===== src/rtl/rv32i_types.sv =====
// Shared RV32I execute-side types: ALU op encoding, opcodes, funct3 codes and
// the issue packet carried across the ID/EX boundary.
package rv32i_types;

    typedef enum logic [2:0] {
        ALU_ADD = 3'd0,
        ALU_SUB = 3'd1,
        ALU_SLL = 3'd2,
        ALU_SRL = 3'd3,
        ALU_SRA = 3'd4,
        ALU_XOR = 3'd5,
        ALU_OR  = 3'd6,
        ALU_AND = 3'd7
    } alu_op_t;

    typedef enum logic [6:0] {
        OPC_OP     = 7'b0110011,
        OPC_OP_IMM = 7'b0010011,
        OPC_LUI    = 7'b0110111,
        OPC_AUIPC  = 7'b0010111
    } opcode_t;

    localparam logic [2:0] F3_ADD  = 3'b000;
    localparam logic [2:0] F3_SLL  = 3'b001;
    localparam logic [2:0] F3_SLT  = 3'b010;
    localparam logic [2:0] F3_SLTU = 3'b011;
    localparam logic [2:0] F3_XOR  = 3'b100;
    localparam logic [2:0] F3_SR   = 3'b101;
    localparam logic [2:0] F3_OR   = 3'b110;
    localparam logic [2:0] F3_AND  = 3'b111;

    typedef struct packed {
        alu_op_t     aluop;
        logic [31:0] a;
        logic [31:0] b;
        logic        sel_cmp;
        logic        cmp_unsigned;
        logic [4:0]  rd;
        logic        we;
        logic        illegal;
        logic [31:0] pc;
    } issue_pkt_t;

endpackage


===== src/rtl/alu_issue_decode.sv =====
// Combinational RV32I OP/OP-IMM/LUI/AUIPC decode into an issue packet.
// ISSUE_SHAMT_MASK_EN: when defined, shift operand b is clipped to 5 bits.
module alu_issue_decode
    import rv32i_types::*;
(
    input  logic [31:0] inst_i,
    input  logic [31:0] pc_i,
    input  logic [31:0] rs1_v_i,
    input  logic [31:0] rs2_v_i,
    output issue_pkt_t  pkt_o
);

    logic [2:0] f3;
    logic [6:0] f7;
    logic       f7_ok;
    logic       legal;
    logic       is_shift;

    assign f3       = inst_i[14:12];
    assign f7       = inst_i[31:25];
    // 0100000 is only meaningful for sub and sra
    assign f7_ok    = (f7 == 7'b0000000) ||
                      ((f7 == 7'b0100000) && ((f3 == F3_ADD) || (f3 == F3_SR)));
    assign is_shift = (f3 == F3_SLL) || (f3 == F3_SR);

    function automatic alu_op_t f3_to_op(input logic [2:0] fn, input logic alt);
        case (fn)
            F3_ADD:  f3_to_op = alt ? ALU_SUB : ALU_ADD;
            F3_SLL:  f3_to_op = ALU_SLL;
            F3_SLT:  f3_to_op = ALU_SUB;
            F3_SLTU: f3_to_op = ALU_SUB;
            F3_XOR:  f3_to_op = ALU_XOR;
            F3_SR:   f3_to_op = alt ? ALU_SRA : ALU_SRL;
            F3_OR:   f3_to_op = ALU_OR;
            default: f3_to_op = ALU_AND;
        endcase
    endfunction

    always_comb begin
        pkt_o              = '0;
        pkt_o.pc           = pc_i;
        pkt_o.rd           = inst_i[11:7];
        legal              = 1'b0;
        case (inst_i[6:0])
            OPC_OP: begin
                legal   = f7_ok;
                pkt_o.aluop = f3_to_op(f3, f7[5]);
                pkt_o.a = rs1_v_i;
                pkt_o.b = rs2_v_i;
`ifdef ISSUE_SHAMT_MASK_EN
                if (is_shift) pkt_o.b[31:5] = '0;
`endif
            end
            OPC_OP_IMM: begin
                pkt_o.a = rs1_v_i;
                if (is_shift) begin
                    legal       = f7_ok;
                    pkt_o.aluop = f3_to_op(f3, f7[5]);
                    pkt_o.b     = {27'b0, inst_i[24:20]};
                end else begin
                    legal       = 1'b1;
                    pkt_o.aluop = f3_to_op(f3, 1'b0);
                    pkt_o.b     = {{20{inst_i[31]}}, inst_i[31:20]};
                end
            end
            OPC_LUI: begin
                legal       = 1'b1;
                pkt_o.aluop = ALU_ADD;
                pkt_o.b     = {inst_i[31:12], 12'b0};
            end
            OPC_AUIPC: begin
                legal       = 1'b1;
                pkt_o.aluop = ALU_ADD;
                pkt_o.a     = pc_i;
                pkt_o.b     = {inst_i[31:12], 12'b0};
            end
            default: legal = 1'b0;
        endcase

        if ((inst_i[6:0] == OPC_OP) || (inst_i[6:0] == OPC_OP_IMM)) begin
            pkt_o.sel_cmp      = (f3 == F3_SLT) || (f3 == F3_SLTU);
            pkt_o.cmp_unsigned = pkt_o.sel_cmp & f3[0];
        end

        if (!legal) begin
            pkt_o.aluop        = ALU_ADD;
            pkt_o.a            = '0;
            pkt_o.b            = '0;
            pkt_o.sel_cmp      = 1'b0;
            pkt_o.cmp_unsigned = 1'b0;
            pkt_o.illegal      = 1'b1;
            pkt_o.we           = 1'b0;
        end else begin
            pkt_o.we = (pkt_o.rd != 5'd0);
        end
    end

endmodule


===== src/rtl/alu_issue_stage.sv =====
// Registered ID/EX issue stage: decode plus a main/skid buffer so in_ready is a flop.
// ISSUE_SHAMT_MASK_EN (see alu_issue_decode) controls shift operand masking.
module alu_issue_stage
    import rv32i_types::*;
#(
    parameter int XLEN       = 32,
    parameter int SKID_DEPTH = 2
) (
    input  logic            clk,
    input  logic            rst_n,
    input  logic            in_valid,
    output logic            in_ready,
    input  logic [31:0]     in_inst,
    input  logic [XLEN-1:0] in_pc,
    input  logic [XLEN-1:0] in_rs1_v,
    input  logic [XLEN-1:0] in_rs2_v,
    input  logic            flush,
    output logic            out_valid,
    input  logic            out_ready,
    output logic [2:0]      out_aluop,
    output logic [XLEN-1:0] out_a,
    output logic [XLEN-1:0] out_b,
    output logic            out_sel_cmp,
    output logic            out_cmp_unsigned,
    output logic [4:0]      out_rd,
    output logic            out_we,
    output logic            out_illegal,
    output logic [XLEN-1:0] out_pc
);

    issue_pkt_t dec_pkt;
    issue_pkt_t main_q, main_d, skid_q, skid_d;
    logic       main_v_q, main_v_d, skid_v_q, skid_v_d;
    logic       xfer, retire;

    alu_issue_decode u_decode (
        .inst_i  (in_inst),
        .pc_i    (in_pc),
        .rs1_v_i (in_rs1_v),
        .rs2_v_i (in_rs2_v),
        .pkt_o   (dec_pkt)
    );

    assign in_ready = !skid_v_q;
    assign xfer     = in_valid && !skid_v_q;
    assign retire   = main_v_q && out_ready;

    // skid can only be occupied while in_ready is low, so it never races an input transfer
    always_comb begin
        main_d   = main_q;
        skid_d   = skid_q;
        main_v_d = main_v_q;
        skid_v_d = skid_v_q;
        if (flush) begin
            main_v_d = 1'b0;
            skid_v_d = 1'b0;
        end else if (retire || !main_v_q) begin
            if (skid_v_q) begin
                main_d   = skid_q;
                main_v_d = 1'b1;
                skid_v_d = 1'b0;
            end else if (xfer) begin
                main_d   = dec_pkt;
                main_v_d = 1'b1;
            end else begin
                main_v_d = 1'b0;
            end
        end else if (xfer) begin
            skid_d   = dec_pkt;
            skid_v_d = 1'b1;
        end
    end

    always_ff @(posedge clk or negedge rst_n) begin
        if (!rst_n) begin
            main_q   <= '0;
            skid_q   <= '0;
            main_v_q <= 1'b0;
            skid_v_q <= 1'b0;
        end else begin
            main_q   <= main_d;
            skid_q   <= skid_d;
            main_v_q <= main_v_d;
            skid_v_q <= skid_v_d;
        end
    end

    always_comb begin
        assert (!rst_n || (32'(main_v_q) + 32'(skid_v_q) <= SKID_DEPTH));
        assert (!rst_n || !skid_v_q || main_v_q);
    end

    assign out_valid        = main_v_q;
    assign out_aluop        = main_q.aluop;
    assign out_a            = main_q.a;
    assign out_b            = main_q.b;
    assign out_sel_cmp      = main_q.sel_cmp;
    assign out_cmp_unsigned = main_q.cmp_unsigned;
    assign out_rd           = main_q.rd;
    assign out_we           = main_q.we;
    assign out_illegal      = main_q.illegal;
    assign out_pc           = main_q.pc;

endmodule

===== config.mk =====
export PLATFORM = sky130hd
export DESIGN_NAME = alu_issue_stage
export DESIGN_NICKNAME = d
export VERILOG_FILES = /design/src/rtl/rv32i_types.sv /design/src/rtl/alu_issue_decode.sv /design/src/rtl/alu_issue_stage.sv
export SDC_FILE = /design/constraint.sdc
export NUM_CORES = 1
export LEC_CHECK = 0
export CAP_MARGIN = 40
export CORE_AREA = 5 5 146 148
export CTS_BUF_LIST = sky130_fd_sc_hd__clkbuf_8
export DETAILED_ROUTE_END_ITERATION = 7
export DIE_AREA = 0 0 151 153
export GPL_TIMING_DRIVEN = 0
export HOLD_SLACK_MARGIN = 0.06
export PLACE_DENSITY = 0.82
export SLEW_MARGIN = 20
export SYNTH_ARGS = -nofsm -noshare
export SYNTH_HDL_FRONTEND = slang
export SYNTH_SLANG_ARGS = --single-unit

===== constraint.sdc =====
create_clock -name clk -period 3 [get_ports clk]
set_clock_uncertainty 0.15 [all_clocks]
set_input_delay 0.9 -clock clk [delete_from_list [all_inputs] [get_ports clk]]
set_output_delay 0.9 -clock clk [all_outputs]
set_load 0.02 [all_outputs]

==> results.txt, run 1 <==
Clock tree synthesis inserted a total of 37 buffers. The tree built by TritonCTS fans out to 218 sinks. End point of the critical path: out_a[23]. The critical register-to-register path endpoint is out_pc[28]. Highest clock rate: 341 MHz. Across all layers, the routed design uses 9217 vias. STA classifies the critical path startpoint as an input pin.

In this run the tightest slew margin relative to its limit is 41.9%. The power density over cell area came out at 536 nW/µm². Of all flip-flops after synthesis, the portion carrying an async set or reset was 100%. The number of antenna diodes in the final layout is 0. The via count normalized by instance count is 5.78, and the first-pass GRT wire length is 51400 µm. For the number of global-route vias before repair, the log shows 9574. Clock-pin slew was measured on the worst setup and hold paths at 0.06 ns.

Number of nets produced by synthesis: 1142. By startpoint and endpoint, the worst setup path is classified as in2reg. The class of the tightest hold or removal check is in2async. Leftover overflow at the end of global routing: 0. The chip height was 153 µm; the required time of the worst setup path was 3.22 ns. After detailed routing, the average wire length per cell comes to 20.5 µm.

For the post-synthesis instance area, the log shows 10100 µm². By count the netlist is led by 218 x sky130_fd_sc_hd__dfrtp_1, 168 x sky130_fd_sc_hd__nand2_1, 82 x sky130_fd_sc_hd__a21oi_1. Endpoint class of the critical path: a flip-flop. Of all cell types, the one taking the most synthesized area is sky130_fd_sc_hd__dfrtp_1. The worst vdd rail ir drop came out at 0.377 mV. The count of flip-flops with a built-in enable after synthesis was 0; the die boundary width was 151 µm.

For this run, the leading register cell type out of synthesis is sky130_fd_sc_hd__dfrtp_1. TritonCTS built the clock tree. Setup violations remaining at the end of the flow were counted as 0. The run gives 0.52 ns as the clock network latency to the later pin of the worst-skew pair. After legalization and detailed placement, the total HPWL measured 23500 µm. Setup slack closes at 0.0649 ns.

Max-cap violations in this run came to 0. The worst path uses 97.8% of the clock period. At the end of routability-driven placement, the weighted congestion stood at 0.857. Entering global routing, the biggest net connects 83 pins. Cell leakage power: 5.91 nW.

The count of state elements after synthesis came out at 218. The buffer levels on the longest clock path was 3; the final number of hold-violating endpoints was 0. The fraction of the yosys area taken by sequential cells is 53.8%.

The tools report the number of DRC markers after the initial detailed-route iteration as 818. For this design the top-level I/O count stands at 243. In the post-synthesis netlist, the cell with the most instances is sky130_fd_sc_hd__dfrtp_1.

The number of port buffers is 239. For this block, the routed nets add up to 32600 µm of wire. The run gives 1009 as the gate count after technology mapping. The run gives 23100 µm² as the die area.

The tools report the initial standard-cell utilization of the core as 50.9%. The overall routing resource usage was 27.9%; the remaining antenna violation count after routing was 0. The top cell type by area accounts for 53.8% of the synthesized area.

The slew at the pin with the worst max-slew slack came out at 0.868 ns. After synthesis, the netlist uses 40 different library cells. The pre-antenna-repair detailed-routing pass consisted of 5 iterations.

The worst register-to-register path begins at skid_v_q. The total number of H-tree levels is 2, and the fraction of layout instances using a drive strength above 1 is 10.9%. The maximum net fanout on the critical path came out at 10. In this run the worst setup path begins at in_inst[12].

During synthesis, Yosys emitted a total of 0 warnings. Setup repair after global routing left no endpoint under its margin. Hold timing on the final database bottoms out at a slack of 0.196 ns. In this run the clock root is driven by a sky130_fd_sc_hd__clkbuf_8. The shortest period the worst path allows is 2.94 ns. Yosys attributes the largest share of cell area to sky130_fd_sc_hd__dfrtp_1 54%, sky130_fd_sc_hd__nand2_1 6.2%, sky130_fd_sc_hd__o31ai_1 4.9%, sky130_fd_sc_hd__mux2i_1 4.1%, sky130_fd_sc_hd__mux2_2 4.1%. The pre-CTS worst setup slack was -0.745 ns.

The number of hold buffers added after CTS was 0. The net count of the finished layout is 1430. The number of antenna violations at the first check in global routing came out at 1.

The data arrival at the endpoint of the critical path is 3.16 ns, and the count of unresolved DRC violations after routing is 0. After floorplanning, the core was divided into 52 placement rows. From synthesis to final layout, the design area changed by 36.5%. In this run the register-to-register setup slack is 0.64 ns. The average cell area after synthesis is 10.1 µm², and the worst reg2reg path depth is 4. The flow ran to the end, and the final reports show no timing, DRC or antenna violations. Number of pins exceeding their max-slew limit in the final report: 0. The standard cell core area is 19900 µm².
## critical path, cell delays in order
cell	delay, ns
sky130_fd_sc_hd__clkdlybuf4s50_1	0.61
sky130_fd_sc_hd__nor2b_1	0.39
sky130_fd_sc_hd__o32ai_4	0.18
sky130_fd_sc_hd__a31o_4	0.31
sky130_fd_sc_hd__nand2_1	0.17
sky130_fd_sc_hd__clkbuf_1	0.44
sky130_fd_sc_hd__o31ai_1	0.15
## flip-flops by register name (all words and copies together), names as in the netlist
signal,cells
skid_q,108
out_rd,5
out_valid,1
out_b,32
out_cmp_unsigned,1
out_pc,32
out_aluop,3
skid_v_q,1
out_illegal,1
out_a,32
out_sel_cmp,1
out_we,1
## repair_timing
item                                    in CTS  in global routing
setup buffers                                7                  3
resized for setup                           16                  4
cloned                                       0                  0
pin swaps                                    4                  2
hold endpoints to repair                     0                  0
endpoints found under the setup margin      96                 44
## through the flow
| step | setup TNS (ns) | instances | power, mW | utilization [%] | cell area (µm²) |
|---|---|---|---|---|---|
| 6_report | 0 | 1594 | 7.42 | 69.6 | 13900 |
| 3_3_place_gp | -1937.03 | 1518 | 4.65 | 64.7 | 12900 |
| 5_1_grt | 0 | 1594 | 7.73 | 69.6 | 13900 |
| 3_5_place_dp | -107.38 | 1520 | 4.69 | 65.0 | 12900 |
| 2_1_floorplan | 0 | 1009 | 3.98 | - | 10100 |
| 4_1_cts | 0 | 1592 | 7.45 | 69.4 | 13800 |
## worst min path at each step
stage / start / end / slack (ns) / cells past startpoint
3_5_place_dp: skid_q[42] / skid_q[42] / 0.31 / 2
2_1_floorplan: skid_q[100] / skid_q[100] / 0.29 / 2
6_report: rst_n / out_b[2] / 0.20 / 1
3_3_place_gp: skid_q[46] / skid_q[46] / 0.30 / 2
4_1_cts: rst_n / skid_q[69] / 0.22 / 1
5_1_grt: rst_n / out_b[2] / 0.24 / 1
## cell type report
class	count	area (µm²)
Fill cell	1566	6060
Tap cell	270	338
Timing Repair Buffer	251	2520
Clock inverter	21	153
Inverter	3	11.3
Sequential cell	218	5460
Multi-Input combinational cell	694	4350
Buffer	92	398
Clock buffer	45	619
## power by group
part           total [mW]  switching, mW  internal [mW]  leakage, nW
combinational        1.31          0.685          0.626         2.61
clock                2.75           1.21           1.54        0.426
sequential           3.35          0.148           3.21         2.88
total                7.42           2.05           5.37         5.91
## cells by family after synthesis
logic type | share of synthesized area (%)
AOI/OAI and AO/OA | 20.9
buffers and inverters | 3.96
DFF | 53.8
muxes | 8.25
and+or+nand+nor | 13.1
## cells in the final DEF (no fill, tap or decap), types with 2 or more instances in the layout
cell type                         netlist  final
sky130_fd_sc_hd__clkdlybuf4s50_1        0    235
sky130_fd_sc_hd__dfrtp_1              218    218
sky130_fd_sc_hd__nand2_1              168    168
sky130_fd_sc_hd__a21oi_1               82     81
sky130_fd_sc_hd__clkbuf_1              80     76
sky130_fd_sc_hd__o21ai_0               76     76
sky130_fd_sc_hd__o31ai_1               66     60
sky130_fd_sc_hd__and3_1                50     50
sky130_fd_sc_hd__clkbuf_8               0     45
sky130_fd_sc_hd__mux2i_1               42     42
sky130_fd_sc_hd__mux2_2                37     37
sky130_fd_sc_hd__a22o_1                31     31
sky130_fd_sc_hd__nor2_1                30     30
sky130_fd_sc_hd__nand3_1               22     22
sky130_fd_sc_hd__a2bb2oi_1             19     19
sky130_fd_sc_hd__a32oi_1               18     18
sky130_fd_sc_hd__buf_4                  0     11
sky130_fd_sc_hd__inv_1                  2     10
sky130_fd_sc_hd__o21ai_1               10     10
sky130_fd_sc_hd__o21ai_2               10     10
sky130_fd_sc_hd__clkinv_2               0      8
sky130_fd_sc_hd__buf_1                  6      6
sky130_fd_sc_hd__o31ai_2                0      6
sky130_fd_sc_hd__nand2b_1               4      4
sky130_fd_sc_hd__nor2b_1                4      4
sky130_fd_sc_hd__buf_2                  5      4
sky130_fd_sc_hd__or4_1                  3      3
sky130_fd_sc_hd__a22oi_1                3      3
sky130_fd_sc_hd__clkinvlp_4             0      3
sky130_fd_sc_hd__dlygate4sd2_1          0      3
sky130_fd_sc_hd__or4_4                  2      2
sky130_fd_sc_hd__nand3b_1               2      2
sky130_fd_sc_hd__buf_6                  2      2
sky130_fd_sc_hd__nor3_1                 3      2
sky130_fd_sc_hd__buf_8                  0      2
sky130_fd_sc_hd__bufinv_16              0      2
sky130_fd_sc_hd__buf_16                 0      2
## per-layer routing
layer	routed length, µm	global-route usage [%]	vias to the layer above
li1	-	-	4240
met2	15200	45.3	395
met1	13100	35.3	4496
met4	1150	9.72	2
met3	3100	8.82	84
met5	11	0	-
(Power assumes the default switching activity.)
==> run 2, diff against run 1 <==
--- a/config.mk
+++ b/config.mk
@@ -6,13 +6,12 @@
 export NUM_CORES = 1
 export LEC_CHECK = 0
 export CAP_MARGIN = 40
-export CORE_AREA = 5 5 146 148
-export CTS_BUF_LIST = sky130_fd_sc_hd__clkbuf_8
+export CORE_AREA = 5 5 166 168
 export DETAILED_ROUTE_END_ITERATION = 7
-export DIE_AREA = 0 0 151 153
+export DIE_AREA = 0 0 171 173
 export GPL_TIMING_DRIVEN = 0
 export HOLD_SLACK_MARGIN = 0.06
-export PLACE_DENSITY = 0.82
+export PLACE_DENSITY = 0.66
 export SLEW_MARGIN = 20
 export SYNTH_ARGS = -nofsm -noshare
 export SYNTH_HDL_FRONTEND = slang
==> run 2 against run 1 <==
Net effect: power up 2.7%; cell area up 0.90%; die area up 28%; first-iteration DRC count down 9.4%; final cell count up 2.6%; global-route usage down 5.5 points; sequential power about the same; register-to-register slack worse by 0.04 ns; worst setup slack better by 0.047 ns; hold slack worse by 0.0043 ns; via count down 1.8%; sequential share of layout area down 0.35 points; critical path type unchanged.
==> results.txt, run 2 (synthesized netlist as in run 1, its figures left out) <==
The run finished with clean final reports. Chip height: 173 µm (was 153 µm). The shortest period the worst path allows is 2.89 ns (was 2.94 ns), and the clock network latency to the later pin of the worst-skew pair is 0.51 ns (was 0.52 ns). The via count normalized by instance count was 5.53 (was 5.78). The clock sink count came out at 218 (unchanged). The class of the tightest hold or removal check is in2async (unchanged). TritonCTS built the clock tree. The flip-flop count of the largest register after layout came out at 108 (unchanged). The area growth from synthesis to layout came out at 37.8% (was 36.5%). The count of standard-cell rows was 59 (was 52); the weighted congestion at the end of routability-driven global placement was 0.864 (was 0.857). Highest clock rate: 346 MHz (was 341 MHz).

The final number of hold-violating endpoints came out at 0 (unchanged). The count of maximum capacitance violations is 0 (unchanged). Die boundary width: 171 µm (was 151 µm). The category of the critical setup timing path is in2reg (unchanged).

The worst max-slew margin expressed relative to the limit was 46.8% (was 41.9%). The clock edge transition at the registers on the reported setup and hold paths is 0.06 ns (about the same). The hold-fix buffer count after cts is 0 (unchanged). The average wire per cell in the routed design is 21.0 µm (was 20.5 µm), and the number of port buffers is 239 (unchanged). For the leftover overflow at the end of global routing, the log shows 0 (unchanged). The worst vdd rail ir drop was 0.422 mV (was 0.377 mV).

The run gives 9414 (was 9574) as the number of global-route vias before repair. Leading cell type in the layout, fill and taps excluded: sky130_fd_sc_hd__clkdlybuf4s50_1 (unchanged). The count of unresolved DRC violations after routing is 0 (unchanged).

The clock root buffer is sky130_fd_sc_hd__clkbuf_16 (was sky130_fd_sc_hd__clkbuf_8). For the first-pass GRT wire length, the log shows 53500 µm (was 51400 µm). The total number of nets in the final design is 1417 (was 1430), and the maximum net fanout on the critical path is 10 (unchanged).

Register with the most flip-flops: skid_q (unchanged). I/O pin count: 243 (unchanged). The tools report the buffer levels on the longest clock path as 3 (unchanged).

For the half-perimeter wire length of the detailed placement result, the log shows 24700 µm (was 23500 µm). Most frequent cells in the layout: 234 x sky130_fd_sc_hd__clkdlybuf4s50_1, 218 x sky130_fd_sc_hd__dfrtp_1, 168 x sky130_fd_sc_hd__nand2_1, 81 x sky130_fd_sc_hd__clkbuf_1, 81 x sky130_fd_sc_hd__a21oi_1 (was 235 x sky130_fd_sc_hd__clkdlybuf4s50_1, 218 x sky130_fd_sc_hd__dfrtp_1, 168 x sky130_fd_sc_hd__nand2_1, 81 x sky130_fd_sc_hd__a21oi_1). The non-filler instance count after layout was 1636 (was 1594); the die area was 29600 µm² (was 23100 µm²).

The run gives 3.28 ns (was 3.22 ns) as the required time of the worst setup path. The post-route clock period utilization works out to 96.3% (was 97.8%). Remaining antenna violation count after routing: 0 (unchanged). The number of pins exceeding their max-slew limit in the final report came out at 0 (unchanged). For the initial standard-cell utilization of the core, the log shows 39.4% (was 50.9%). The endpoint class of the critical path was a flip-flop (unchanged). The power density over cell area was 545 nW/µm² (was 536 nW/µm²).

The logs give 25800 µm² (was 19900 µm²) for the standard cell core area and 78 (was 83) for the largest net degree at the start of global routing. Slew at the pin with the worst max-slew slack: 0.798 ns (was 0.868 ns). The overall routing resource usage was 22.4% (was 27.9%). The tools report the TritonCTS buffer count as 25 (was 37). The number of endpoints failing setup at the final stage was 0 (unchanged). The tools report the placed cell count as 1587 (was 1520).

Aggregate routed wire length: 34400 µm (was 32600 µm). The number of antenna violations at the first check in global routing was 4 (was 1). The number of DRC markers after the initial detailed-route iteration was 741 (was 818). The critical path startpoint category was an input pin (unchanged). For the aggregate negative setup slack, the log shows 0 ns (unchanged). Setup repair after global routing left no endpoint under its margin.

Cell leakage power: 5.91 nW (about the same). The data arrival at the endpoint of the critical path is 3.17 ns (was 3.16 ns), and the first-pass detailed-route iteration total is 8 (was 5). The total via count after detailed routing was 9050 (was 9217); the total number of H-tree levels was 1 (was 2).

The fraction of layout instances using a drive strength above 1 is 9.85% (was 10.9%).
-- run 2: changes by cell type in the layout (fill, tap and decap cells not counted), moves of 4 or more --
cell	previous run	this run
sky130_fd_sc_hd__clkbuf_16	0	25
sky130_fd_sc_hd__clkinv_2	8	4
sky130_fd_sc_hd__o31ai_2	6	10
sky130_fd_sc_hd__o31ai_1	60	56
sky130_fd_sc_hd__clkbuf_1	76	81
sky130_fd_sc_hd__clkbuf_8	45	6
sky130_fd_sc_hd__inv_1	10	2
-- run 2: worst max-delay path, stage by stage --
cell and delay (ns):
sky130_fd_sc_hd__dlygate4sd2_1 0.28, sky130_fd_sc_hd__or4_4 0.56, sky130_fd_sc_hd__o32ai_4 0.34, sky130_fd_sc_hd__nand3_2 0.14, sky130_fd_sc_hd__or4_1 0.47, sky130_fd_sc_hd__clkbuf_4 0.18
sky130_fd_sc_hd__buf_6 0.15, sky130_fd_sc_hd__o21ai_1 0.14
-- run 2: timing repair --
action | CTS | global route
hold endpoints to repair | 0 | 0
resized for setup | 9 | 24
setup endpoints to repair | 136 | 93
pin swaps | 3 | 3
gates cloned | 0 | 0
buffers inserted | 7 | 0
-- run 2: per-stage QoR --
| step | instance area [µm²] | utilization, % | total power, mW | hold slack [ns] | setup slack, ns |
|---|---|---|---|---|---|
| after global routing | 14000 | 54.2 | 7.93 | 0.227 | 0.0309 |
| after global placement | 13000 | 50.3 | 4.68 | 0.301 | -8.79 |
| after detailed placement | 13000 | 50.6 | 4.71 | 0.308 | -0.996 |
| after CTS | 13900 | 54.0 | 7.69 | 0.211 | 0.0105 |
| final | 14000 | 54.2 | 7.62 | 0.191 | 0.112 |
| after floorplan | 10100 | - | 3.98 | 0.291 | 0.108 |
-- run 2: final cells by class --
cell class,count,area (µm²)
buffer,92,398
timing repair buffer,250,2530
tap,335,419
sequential,218,5460
multi-input combinational,694,4380
clock inverter,5,50.0
fill,2342,11800
inverter,3,11.3
clock buffer,38,734
antenna,1,2.50
-- run 2: power by group --
part | switching, mW | internal (mW)
Combinational | 0.697 | 0.626
Clock | 1.19 | 1.76
Sequential | 0.140 | 3.20
Total | 2.03 | 5.59
-- run 2: final timing paths --
| path | slack [ns] | end | depth (start not counted) | start |
|---|---|---|---|---|
| worst max register to register | 0.60 | out_b[31] | 7 | out_valid |
| worst min register to register | 0.32 | skid_q[84] | 2 | skid_q[84] |
| max in group asynchronous | 1.33 | out_a[16] | 3 | rst_n |
| worst min-delay path | 0.19 | out_b[5] | 1 | rst_n |
| worst max-delay path | 0.11 | out_aluop[1] | 8 | in_inst[26] |
| min in group clk | 0.32 | skid_q[84] | 2 | skid_q[84] |
-- run 2: metal layers --
layer / vias to the layer above / track usage (%) / part of all wire (%)
met5: - / 0 / 0.13
met4: 6 / 6.27 / 2.7
met3: 63 / 5.55 / 8.3
met2: 332 / 35.2 / 46
met1: 4450 / 31.0 / 43
li1: 4199 / - / -
